==> src/rtl/sram_ctl_32kx12_pkg.sv <==
// Shared definitions for the PDP-8 memory subsystem: sequencer state
// encoding, default RAM geometry and default strobe timing.
package sram_ctl_32kx12_pkg;

  localparam int ADDR_W_DEF    = 15;
  localparam int DATA_W_DEF    = 12;
  localparam int SETUP_CYC_DEF = 1;
  localparam int WE_CYC_DEF    = 2;
  localparam int RD_CYC_DEF    = 2;

  // Dwell timer width; every dwell parameter must fit below 2**TMR_W.
  localparam int TMR_W = 8;

  typedef enum logic [2:0] {
    ST_IDLE     = 3'd0,
    ST_W_SETUP  = 3'd1,
    ST_W_PULSE  = 3'd2,
    ST_W_HOLD   = 3'd3,
    ST_R_ACCESS = 3'd4,
    ST_DONE     = 3'd5
  } state_t;

endpackage

==> src/rtl/sram_ctl_32kx12_timer.sv <==
// Loadable down-counter with zero flag; times the dwell of each sequencer
// state. A load of N-1 gives a dwell of N cycles before zero is seen.
module sram_ctl_timer
  import sram_ctl_32kx12_pkg::*;
#(
  parameter int W = TMR_W
) (
  input  logic         clk,
  input  logic         reset_n,
  input  logic         load,
  input  logic [W-1:0] load_val,
  output logic         zero
);

  logic [W-1:0] cnt;

  // Load has priority; otherwise count down and stick at zero.
  always_ff @(posedge clk) begin
    if (!reset_n) begin
      cnt <= '0;
    end else if (load) begin
      cnt <= load_val;
    end else if (cnt != '0) begin
      cnt <= cnt - W'(1);
    end
  end

  assign zero = (cnt == '0);

endmodule

==> src/rtl/sram_ctl_32kx12.sv <==
// Synchronous initiator for the 32Kx12 asynchronous SRAM. Turns single-cycle
// bus requests into sequenced A/DI/CE_N/WE_N strobes, captures DO, and runs a
// hardware clear sweep that zeroes the whole array.
//
// Handshake: req is sampled only while busy=0 (IDLE); the edge that samples
// req=1 accepts the request and latches addr/wdata. ack pulses for exactly one
// cycle when the access completes, after which the block is IDLE again on the
// following cycle. Requests arriving while busy=1 are dropped, not queued.
module sram_ctl_32kx12
  import sram_ctl_32kx12_pkg::*;
#(
  parameter int ADDR_W    = ADDR_W_DEF,
  parameter int DATA_W    = DATA_W_DEF,
  parameter int SETUP_CYC = SETUP_CYC_DEF,
  parameter int WE_CYC    = WE_CYC_DEF,
  parameter int RD_CYC    = RD_CYC_DEF
) (
  input  logic              clk,
  input  logic              reset_n,
  input  logic              req,
  input  logic              wr,
  input  logic [ADDR_W-1:0] addr,
  input  logic [DATA_W-1:0] wdata,
  input  logic              clr,
  output logic              ack,
  output logic [DATA_W-1:0] rdata,
  output logic              busy,
  output logic              clr_done,
  output logic [ADDR_W-1:0] ram_a,
  output logic [DATA_W-1:0] ram_di,
  input  logic [DATA_W-1:0] ram_do,
  output logic              ram_ce_n,
  output logic              ram_we_n
);

  localparam logic [TMR_W-1:0] SETUP_LD = TMR_W'(SETUP_CYC - 1);
  localparam logic [TMR_W-1:0] WE_LD    = TMR_W'(WE_CYC - 1);
  localparam logic [TMR_W-1:0] RD_LD    = TMR_W'(RD_CYC - 1);

  state_t            state;
  logic              sweep;
  // One extra bit so "all words written" is the MSB, never a wrap to zero.
  logic [ADDR_W:0]   clr_cnt;
  logic [ADDR_W:0]   clr_next;
  logic              tmr_load;
  logic [TMR_W-1:0]  tmr_val;
  logic              tmr_zero;

  assign clr_next = clr_cnt + (ADDR_W + 1)'(1);

  sram_ctl_timer #(.W(TMR_W)) u_timer (
    .clk      (clk),
    .reset_n  (reset_n),
    .load     (tmr_load),
    .load_val (tmr_val),
    .zero     (tmr_zero)
  );

  // Reload the dwell timer on every transition into a timed state.
  always_comb begin
    tmr_load = 1'b0;
    tmr_val  = '0;
    case (state)
      ST_IDLE: begin
        if (clr) begin
          tmr_load = 1'b1;
          tmr_val  = SETUP_LD;
        end else if (req) begin
          tmr_load = 1'b1;
          tmr_val  = wr ? SETUP_LD : RD_LD;
        end
      end
      ST_W_SETUP: begin
        if (tmr_zero) begin
          tmr_load = 1'b1;
          tmr_val  = WE_LD;
        end
      end
      ST_DONE: begin
        if (sweep) begin
          tmr_load = 1'b1;
          tmr_val  = SETUP_LD;
        end
      end
      default: ;
    endcase
  end

  // Sequencer: strobes, address/data registers, read capture and sweep count.
  // ram_a/ram_di are only ever updated on edges where WE_N is high on both
  // sides, because the RAM is level-sensitive to address under a low WE_N.
  always_ff @(posedge clk) begin
    if (!reset_n) begin
      state    <= ST_IDLE;
      sweep    <= 1'b0;
      clr_cnt  <= '0;
      ack      <= 1'b0;
      busy     <= 1'b0;
      clr_done <= 1'b0;
      rdata    <= '0;
      ram_a    <= '0;
      ram_di   <= '0;
      ram_ce_n <= 1'b1;
      ram_we_n <= 1'b1;
    end else begin
      ack      <= 1'b0;
      clr_done <= 1'b0;
      case (state)
        ST_IDLE: begin
          if (clr) begin
            sweep    <= 1'b1;
            clr_cnt  <= '0;
            ram_a    <= '0;
            ram_di   <= '0;
            ram_ce_n <= 1'b0;
            busy     <= 1'b1;
            state    <= ST_W_SETUP;
          end else if (req) begin
            ram_a    <= addr;
            ram_di   <= wdata;
            ram_ce_n <= 1'b0;
            busy     <= 1'b1;
            state    <= wr ? ST_W_SETUP : ST_R_ACCESS;
          end
        end
        ST_W_SETUP: begin
          if (tmr_zero) begin
            ram_we_n <= 1'b0;
            state    <= ST_W_PULSE;
          end
        end
        ST_W_PULSE: begin
          if (tmr_zero) begin
            ram_we_n <= 1'b1;
            state    <= ST_W_HOLD;
          end
        end
        ST_W_HOLD: begin
          ram_ce_n <= 1'b1;
          state    <= ST_DONE;
          if (sweep) begin
            if (clr_next[ADDR_W]) begin
              clr_done <= 1'b1;
              sweep    <= 1'b0;
              clr_cnt  <= '0;
            end else begin
              clr_cnt  <= clr_next;
            end
          end else begin
            ack <= 1'b1;
          end
        end
        ST_R_ACCESS: begin
          if (tmr_zero) begin
            rdata    <= ram_do;
            ram_ce_n <= 1'b1;
            ack      <= 1'b1;
            state    <= ST_DONE;
          end
        end
        ST_DONE: begin
          // Mid-sweep, DONE is the CE_N-high gap before the next word.
          if (sweep) begin
            ram_a    <= clr_cnt[ADDR_W-1:0];
            ram_ce_n <= 1'b0;
            state    <= ST_W_SETUP;
          end else begin
            busy  <= 1'b0;
            state <= ST_IDLE;
          end
        end
        default: begin
          ram_ce_n <= 1'b1;
          ram_we_n <= 1'b1;
          busy     <= 1'b0;
          sweep    <= 1'b0;
          state    <= ST_IDLE;
        end
      endcase
    end
  end

endmodule

==> config.mk <==
export PLATFORM = sky130hd
export DESIGN_NAME = sram_ctl_32kx12
export DESIGN_NICKNAME = d
export VERILOG_FILES = /design/src/rtl/sram_ctl_32kx12_pkg.sv /design/src/rtl/sram_ctl_32kx12_timer.sv /design/src/rtl/sram_ctl_32kx12.sv
export SDC_FILE = /design/constraint.sdc
export NUM_CORES = 1
export LEC_CHECK = 0
export ABC_AREA = 1
export CORE_MARGIN = 4
export CORE_UTILIZATION = 30
export DETAILED_ROUTE_END_ITERATION = 16
export SYNTH_ARGS = -nofsm -noshare
export SYNTH_HDL_FRONTEND = slang
export SYNTH_HIERARCHICAL = 1
export SYNTH_SLANG_ARGS = --single-unit
==> constraint.sdc <==
create_clock -name clk -period 2.55 [get_ports clk]
set_input_delay 0.255 -clock clk [delete_from_list [all_inputs] [get_ports clk]]
set_output_delay 0.255 -clock clk [all_outputs]
set_load 0.01 [all_outputs]
---- Yosys cells after proc, flatten, opt, wreduce, memory -nomap -nowiden ----
Index checks and enable logic that the tools add are counted.
word-level totals
  register bits after elaboration ......... 72
  input port bits ......................... 44
  output and inout port bits .............. 44
  logic and storage cells ................. 100
operators by class
  add/subtract/negate cells ............... 2
  equal/unequal tests ..................... 13
  muxes and demuxes ....................... 48
  bitwise gates (word level) .............. 4
  reductions and logical operators ........ 21
operator list
  operator                 count
  $mux W15                 4
  $mux W16                 2
  $pmux W16 S2             1
  $pmux W15 S2             1
  $mux W12                 2
  $mux W1                  22
  $mux W3                  6
  $pmux W3 S6              1
  $add A16 B1 Y16 const B  1
  $mux W8                  2
  $reduce_and A3 Y1        5
  $ne A2 B2 Y1 const B     7
  $pmux W1 S3              4
  $reduce_or A4 Y1         3
  $logic_not A8 Y1         1
  $reduce_and A4 Y1        2
  $reduce_bool A2 Y1       4
  $reduce_bool A8 Y1       1
  $sub A8 B1 Y8 const B    1
  $eq A3 B2 Y1 const B     2
  $eq A3 B3 Y1 const B     2
  $reduce_and A2 Y1        3
  $not A1 Y1               4
  $pmux W1 S2              2
  other kinds (5)          5

---- Longest topological paths before layout ----
Gate-level depths: netlist of run 1.
  depth in word-level cells ............... 5
  mapped depth ............................ 14
  mapped depth without buffers ............ 11

---- Modules after synthesis ----
The synthesis of run 1 kept the hierarchy.
by module, submodules not included
  module           instances  cells each  area an instance (um^2)
  sram_ctl_32kx12  1          414         2882.8
  sram_ctl_timer   1          70          478.0

---- Worst setup path before layout of run 1 ----
No wires, ideal clock.
  kind .................................... flip-flop to flip-flop
  from .................................... register u_timer.cnt[0]
  to ...................................... register u_timer.cnt[1]
  library setup time ...................... 0.113 ns
  data arrival time ....................... 2.050 ns
  required time ........................... 2.437 ns
  path slack .............................. 0.387 ns
  stages on the path, launching flop included .. 15
  buffers on the path ..................... 3
  period minus slack after synthesis ...... 2.163 ns
  path through ............................ dfxtp_1 -> inv_1 -> ha_1 -> nand2_2 -> nor2_8 -> clkbuf_1 -> clkbuf_1 -> nand2_1 -> nand3_1 -> buf_2 -> inv_2 -> nand2_4 -> inv_2 -> nor2_1 -> nor2_1
on the way
  cells in the longest elaborated chain, start to end .. 4
ends and longest elaborated chain
  what                                                  RTL line                     RTL
  start: declaration                                    sram_ctl_32kx12_timer.sv:15  logic [W-1:0] cnt;
  start signal: assignment                              sram_ctl_32kx12_timer.sv:22  cnt <= load_val;
  start signal: assignment                              sram_ctl_32kx12_timer.sv:24  cnt <= cnt - W'(1);
  $logic_not A8 Y1 *                                    sram_ctl_32kx12_timer.sv:28  assign zero = (cnt == '0);
  net tmr_zero                                          sram_ctl_32kx12.sv:47        logic tmr_zero;
  $mux W1 *                                             sram_ctl_32kx12.sv:74        if (tmr_zero) begin
  $pmux W1 S3 *                                         sram_ctl_32kx12.sv:63        case (state)
  net tmr_load                                          sram_ctl_32kx12.sv:45        logic tmr_load;
  $mux W8 / $reduce_bool A2 Y1 (equally long branches)  -
Mark *: on every way through the listed nets, which the timed path passes. The rest lies on a longest branch. The select of a mux whose other input is x is not followed.
A chain may end at the register's enable or synchronous reset.

---- Final worst setup path of run 1 ----
  from .................................... register state[2]
  to ...................................... register u_timer.cnt[2]
on the way
  cells in the longest elaborated chain, start to end .. 3
ends and longest elaborated chain
  what                                                  RTL line                RTL
  start: declaration                                    sram_ctl_32kx12.sv:40   state_t state;
  start signal: assignment                              sram_ctl_32kx12.sv:123  state <= wr ? ST_W_SETUP : ST_R_ACCESS;
  $eq A3 B3 Y1, or another cell as far along            sram_ctl_32kx12.sv:63
  $pmux W1 S3 *                                         sram_ctl_32kx12.sv:63
  net tmr_load                                          sram_ctl_32kx12.sv:45
  $mux W8 / $reduce_bool A2 Y1 (equally long branches)  -
Mark *: on every way through the listed nets, which the timed path passes. The rest lies on a longest branch.

==> results.tsv, run 1 <==
stage	metric	value	unit
run_status	status	completed	
timing	fin_tns_setup	0	ns
grt	grt_pass1_wl	15.6	mm
detailed_routing	final_antenna_net_count	0	
floorplanning	die_area	13000	sq um
logic_synthesis	synth_edf_count	0	
grt	grt_pass1_vias	3274	
clock_network	path_clk_slew	0.08	ns
setup_path	endpoint_kind	register	
detailed_routing	remaining_drc_errors	0	
setup_path	cp.arrival	2.27	ns
timing	timing.final.crit_period	2.01	ns
logic_synthesis	synthTopCellsByArea	dfxtp_1, nand2_1, a21oi_1	
logic_synthesis	synth_top_area_cell	dfxtp_1	
grt	grtUsageTotal	14.7	%
floorplanning	rows	38	
setup_path	critPathLaunchType	register	
clock_network	cts_setup_buffers	0	
setup_path	required	2.82	ns
worst_hold_path	hp-class	reg2reg	
pwr	p_leak	0.00174	uW
logic_synthesis	async_flop_share	0	%
place	dp_slack	0.282	ns
finish	drive_gt1_share	7.44	%
floorplanning	die_h	114	um
floorplanning	io_pins	88	
timing	setup_viol	0	
pwr	power_density	996	nW/um^2
place	placed_cells	703	
timing	relSlewSlack	55.2	%
clock_network	cts-htree-levels	3	
place	io_buffers	87	
floorplanning	start_util	30.9	%
logic_synthesis	syn_inst	484	
floorplanning	die_width	114	um
detailed_routing	wl_per_cell	13.1	um
clock_network	clockBufferDepth	2	
timing	hold_viol_final	0	
logic_synthesis	ys_seq_elements	71	
pwr	ir_worst_vdd	0.000495	V
finish	fin_area	4610	sq um
finish	syn2layout_area_growth	37.2	%
timing	fin_crit_sh	78.7	%
clock_network	tritoncts	yes	
timing	layout_setup_ws	0.542	ns
job	cap_violations	0	
place	dp.final_hpwl	7.00	mm
detailed_routing	drt_pre_antenna_iters	5	
finish	multiInputGateArea	1700	sq um
finish	nNetsFinal	620	
timing	rsz0062_at_grt	no	
finish	stdcell_count	718	
clock_network	clk_latency	0.34	ns
detailed_routing	drt_iter0_markers	236	
logic_synthesis	ys_warn_count	6	
place	post_dp_cell_area	4380	sq um
finish	seqCellArea	1420	sq um
grt	grt_max_degree	32	
floorplanning	core-area	10900	sq um
grt	antenna_found_initial	0	
clock_network	numClockSinks	71	
logic_synthesis	synth_ff_type	dfxtp_1	
logic_synthesis	synth_top_area_share	42.3	%
grt	grt_overflow	0	
setup_path	criticalPathCategory	reg2reg	
logic_synthesis	syn_avg_cell_area	6.94	sq um
clock_network	cts-buffers-inserted	9	
timing	fin_skew	0.00899	ns
detailed_routing	drt_wl_total	9.43	mm
detailed_routing	dr_total_vias	3485	
place	gp_congestion	0.874	
detailed_routing	viasPerCell	4.85	
logic_synthesis	synth_sequential_area_ratio	42.3	%
finish	n_antenna_cell	0	
clock_network	cts_root_buf	clkbuf_8	
logic_synthesis	synth_area	3360	sq um
timing	tightest_slew	0.671	ns
timing	slew_violations	0	
clock_network	cts_hold_buf	0	
logic_synthesis	yosysUniqueCellTypes	31	
clock_network	cts_resized	0	
setup_path	critPathMaxFanout	15	
finish	n_fill_cell	1065	
timing	max_freq	0.498	GHz
path summary, 6_finish.rpt:
kind	from	to	slack [ns]	depth (start not counted)
worst min-delay path	rdata[10]$_SDFFE_PN0P_	rdata[10]$_SDFFE_PN0P_	0.46	2
worst max-delay path	state[2]$_SDFFE_PN0P_	u_timer/cnt[2]$_SDFFE_PN0P_	0.54	9
worst min register to register	rdata[10]$_SDFFE_PN0P_	rdata[10]$_SDFFE_PN0P_	0.46	2
worst max register to register	state[2]$_SDFFE_PN0P_	u_timer/cnt[2]$_SDFFE_PN0P_	0.54	9
cells in the mapped netlist, types with 3 or more instances:
| library cell | instances |
|---|---|
| a21oi_1 | 55 |
| a31oi_1 | 11 |
| buf_2 | 8 |
| clkbuf_1 | 8 |
| dfxtp_1 | 71 |
| inv_1 | 35 |
| inv_2 | 7 |
| nand2_1 | 98 |
| nand2_2 | 6 |
| nand3_1 | 48 |
| nand4_1 | 8 |
| nor2_1 | 59 |
| nor2_2 | 3 |
| nor3_1 | 8 |
| o21ai_0 | 28 |
| o21ai_1 | 7 |
| xor2_1 | 4 |
metal layers:
| layer | wire [um] | global-route usage, % | vias to the layer above | part of all wire, % |
|---|---|---|---|---|
| met3 | 513 | 3.40 | 13 | 5.4 |
| li1 | - | - | 1780 | - |
| met1 | 4600 | 20.4 | 1571 | 49 |
| met4 | 153 | 4.51 | 0 | 1.6 |
| met2 | 4160 | 22.8 | 121 | 44 |
| met5 | 0 | 0 | - | 0 |
cell type report:
class | instances | area share [%]
well taps | 140 | 3.80
repair buffers | 94 | 20.0
flip-flops and latches | 71 | 30.8
multi-input cells | 356 | 36.9
clock inverters | 6 | 2.36
clock buffers | 9 | 2.69
inverters | 42 | 3.42
kinds of logic after synthesis:
logic type / count (synthesis) / synth area share, %
fa+ha+maj: 2 / 0.744
flops: 71 / 42.3
xor+xnor: 6 / 1.56
simple gates: 236 / 31.2
other cells: 1 / 0.112
buf+inv: 63 / 7.78
compound gates: 105 / 16.3
cells in the final DEF, fill, tap and decap left out, types with 8 or more instances in the layout:
cell type / netlist / routed
inv_1: 35 / 35
dfxtp_1: 71 / 71
clkbuf_8: 0 / 9
a21oi_1: 55 / 55
a31oi_1: 11 / 11
nand2_1: 98 / 98
nand4_1: 8 / 8
nor2_1: 59 / 59
clkdlybuf4s50_1: 0 / 87
nor3_1: 8 / 8
nand3_1: 48 / 48
o21ai_0: 28 / 28
where the power goes:
group | total, uW | internal, uW | leakage (uW) | switching [uW]
Sequential | 1530 | 1360 | 0.000580 | 175
Combinational | 1990 | 765 | 0.00104 | 1220
Clock | 1070 | 645 | 0.000119 | 427
Total | 4590 | 2770 | 0.00174 | 1830
per-stage QoR:
stage               utilization, %  hold slack, ns  power [uW]
global route                  42.3           0.479        4940
detailed placement            40.2           0.454        3520
global placement              40.2           0.448        3510
CTS                           42.3           0.467        4620
finish                        42.3           0.463        4590
floorplan                        -           0.393        2880
state kept, by name (all words and copies together), names as in the netlist:
register     cells
clr_cnt         15
ram_we_n         1
ram_ce_n         1
busy             1
ack              1
state            3
ram_di          12
clr_done         1
rdata           12
ram_a           15
u_timer/cnt      8
sweep            1
worst max-delay path: stages (launching register included):
cell and delay (ns):
dfxtp_1 0.36, nor2_2 0.19, nand2_2 0.13, nor2_4 0.28
inv_2 0.20, nand3_1 0.31, inv_2 0.14, nand2_4 0.11
inv_2 0.05, nor3_1 0.16
Note: power is estimated with default switching activity, not from simulation.
==> run 2: changes to the inputs <==
==> constraint.sdc (replaced) <==
create_clock -name clk -period 2 [get_ports clk]
set_input_delay 0.2 -clock clk [delete_from_list [all_inputs] [get_ports clk]]
set_output_delay 0.2 -clock clk [all_outputs]
set_load 0.01 [all_outputs]
==> run 2 against run 1 <==
  * Critical path type unchanged
  * Worst setup slack worse by 0.32 ns
  * Sequential power up 27%
  * Cell area grew 0.79%
  * Cell count grew 0.84%
==> results.tsv, run 2 (synthesized netlist as in run 1, its figures left out) <==
stage	metric	value	unit
worst_hold_path	hp-class	in2reg	
grt	antenna_found_initial	0	
grt	grt_pass1_vias	3372	
floorplanning	io_pins	88	
timing	slew_violations	0	
grt	grt_max_degree	32	
detailed_routing	wl_per_cell	13.3	um
clock_network	cts_setup_buffers	0	
clock_network	cts_root_buf	clkbuf_8	
timing	rsz0062_at_grt	no	
detailed_routing	drt_wl_total	9.65	mm
grt	grt_overflow	0	
timing	fin_crit_sh	88.9	%
floorplanning	start_util	30.9	%
clock_network	cts_hold_buf	0	
place	dp_slack	0.127	ns
timing	hold_viol_final	0	
worst_hold_path	min-delay-start	wdata[5]	
place	gp_congestion	0.869	
setup_path	critPathMaxFanout	8	
floorplanning	core-area	10900	sq um
clock_network	cts_resized	0	
finish	syn2layout_area_growth	38.3	%
setup_path	required	2.25	ns
finish	seqCellArea	1420	sq um
setup_path	endpoint_kind	register	
finish	nNetsFinal	625	
finish	n_antenna_cell	0	
setup_path	criticalPathCategory	reg2reg	
setup_path	cp.arrival	2.03	ns
finish	drive_gt1_share	8.39	%
setup_path	r2r-start	u_timer/cnt[0]$_SDFFE_PN0P_	
timing	layout_setup_ws	0.222	ns
timing	fin_skew	0.00668	ns
pwr	p_leak	0.00175	uW
floorplanning	die_h	114	um
floorplanning	rows	38	
timing	fin_tns_setup	0	ns
detailed_routing	final_antenna_net_count	0	
setup_path	r2r_slack	0.22	ns
clock_network	numClockSinks	71	
job	cap_violations	0	
floorplanning	die_area	13000	sq um
timing	setup_viol	0	
grt	grt_pass1_wl	16.2	mm
finish	multiInputGateArea	1700	sq um
place	io_buffers	87	
finish	top_regs	clr_cnt: 15 flops, ram_a: 15 flops	
finish	n_fill_cell	1093	
worst_hold_path	hold_depth	3	
floorplanning	die_width	114	um
pwr	ir_worst_vdd	0.000498	V
clock_network	path_clk_slew	0.08	ns
detailed_routing	dr_total_vias	3474	
finish	layout_commonest_cell	nand2_1	
setup_path	critPathLaunchType	register	
run_status	status	completed	
detailed_routing	drt_iter0_markers	245	
setup_path	rr_worst_depth	11	
timing	timing.final.crit_period	1.78	ns
setup_path	r2r-end	u_timer/cnt[5]$_SDFFE_PN0P_	
grt	grtUsageTotal	15.4	%
timing	max_freq	0.562	GHz
place	dp.final_hpwl	7.29	mm
pwr	power_density	1260	nW/um^2
clock_network	cts-htree-levels	3	
clock_network	cts-buffers-inserted	9	
worst_hold_path	min_to	ram_di[5]$_SDFFE_PN0P_	
clock_network	clk_latency	0.35	ns
clock_network	tritoncts	yes	
finish	most-common-layout-cells	nand2_1, clkdlybuf4s50_1, dfxtp_1, nor2_1, a21oi_1	
detailed_routing	viasPerCell	4.80	
clock_network	clockBufferDepth	2	
detailed_routing	remaining_drc_errors	0	
detailed_routing	drt_pre_antenna_iters	5	
[run 2: layout make-up]
class                   count  area share, %
multi-input cells         356           36.6
well taps                 140           3.77
flip-flops and latches     71           30.6
clock inverters             5           1.72
clock buffers              11           3.26
repair buffers             99           20.7
inverters                  42           3.39
[run 2: worst max-delay path, cell delays in order, from the launching register on]
cell	delay [ns]
dfxtp_1	0.33
inv_1	0.10
ha_1	0.26
nand2_2	0.15
nor2_8	0.06
nand2_1	0.11
nand3_1	0.13
buf_4	0.18
nor2_2	0.16
nand3_1	0.09
nand2_1	0.07
nor2_1	0.03
[run 2: power by group]
group | leakage, uW | internal (uW) | total [uW] | switching, uW
registers | 0.000580 | 1730 | 1950 | 225
logic | 0.00106 | 1020 | 2580 | 1560
clock network | 0.000112 | 768 | 1320 | 552
total | 0.00175 | 3520 | 5860 | 2340
[run 2: routing by layer]
layer / up-vias / track usage (%) / part of all wire, %
met3: 12 / 2.86 / 4.2
li1: 1790 / - / -
met4: 0 / 7.44 / 2.0
met1: 1587 / 21.0 / 48
met2: 85 / 23.3 / 46
met5: - / 0 / 0
[run 2: worst max-delay path by stage]
stage                                      startpoint                          end  slack [ns]  cells after the start
final                     u_timer/cnt[0]$_SDFFE_PN0P_  u_timer/cnt[5]$_SDFFE_PN0P_        0.22                     11
after global routing      u_timer/cnt[0]$_SDFFE_PN0P_  u_timer/cnt[7]$_SDFFE_PN0P_        0.02                     10
after CTS                 u_timer/cnt[0]$_SDFFE_PN0P_  u_timer/cnt[5]$_SDFFE_PN0P_        0.22                     11
after detailed placement                          req  u_timer/cnt[5]$_SDFFE_PN0P_        0.13                     10
after global placement                            clr  u_timer/cnt[5]$_SDFFE_PN0P_        0.18                     10
after floorplan           u_timer/cnt[0]$_SDFFE_PN0P_  u_timer/cnt[1]$_SDFFE_PN0P_        0.01                     14
[run 2: through the flow]
stage          instance area (sq um)  utilization, %  total power [uW]  hold WS (ns)  cells
6_report                        4650            42.7              5860         0.424    724
3_5_place_dp                    4420            40.6              4570         0.456    708
3_3_place_gp                    4420            40.6              4540         0.449    708
4_1_cts                         4650            42.7              5920         0.403    724
5_1_grt                         4650            42.7              6310         0.434    724
2_1_floorplan                   3390               -              3680         0.338    490
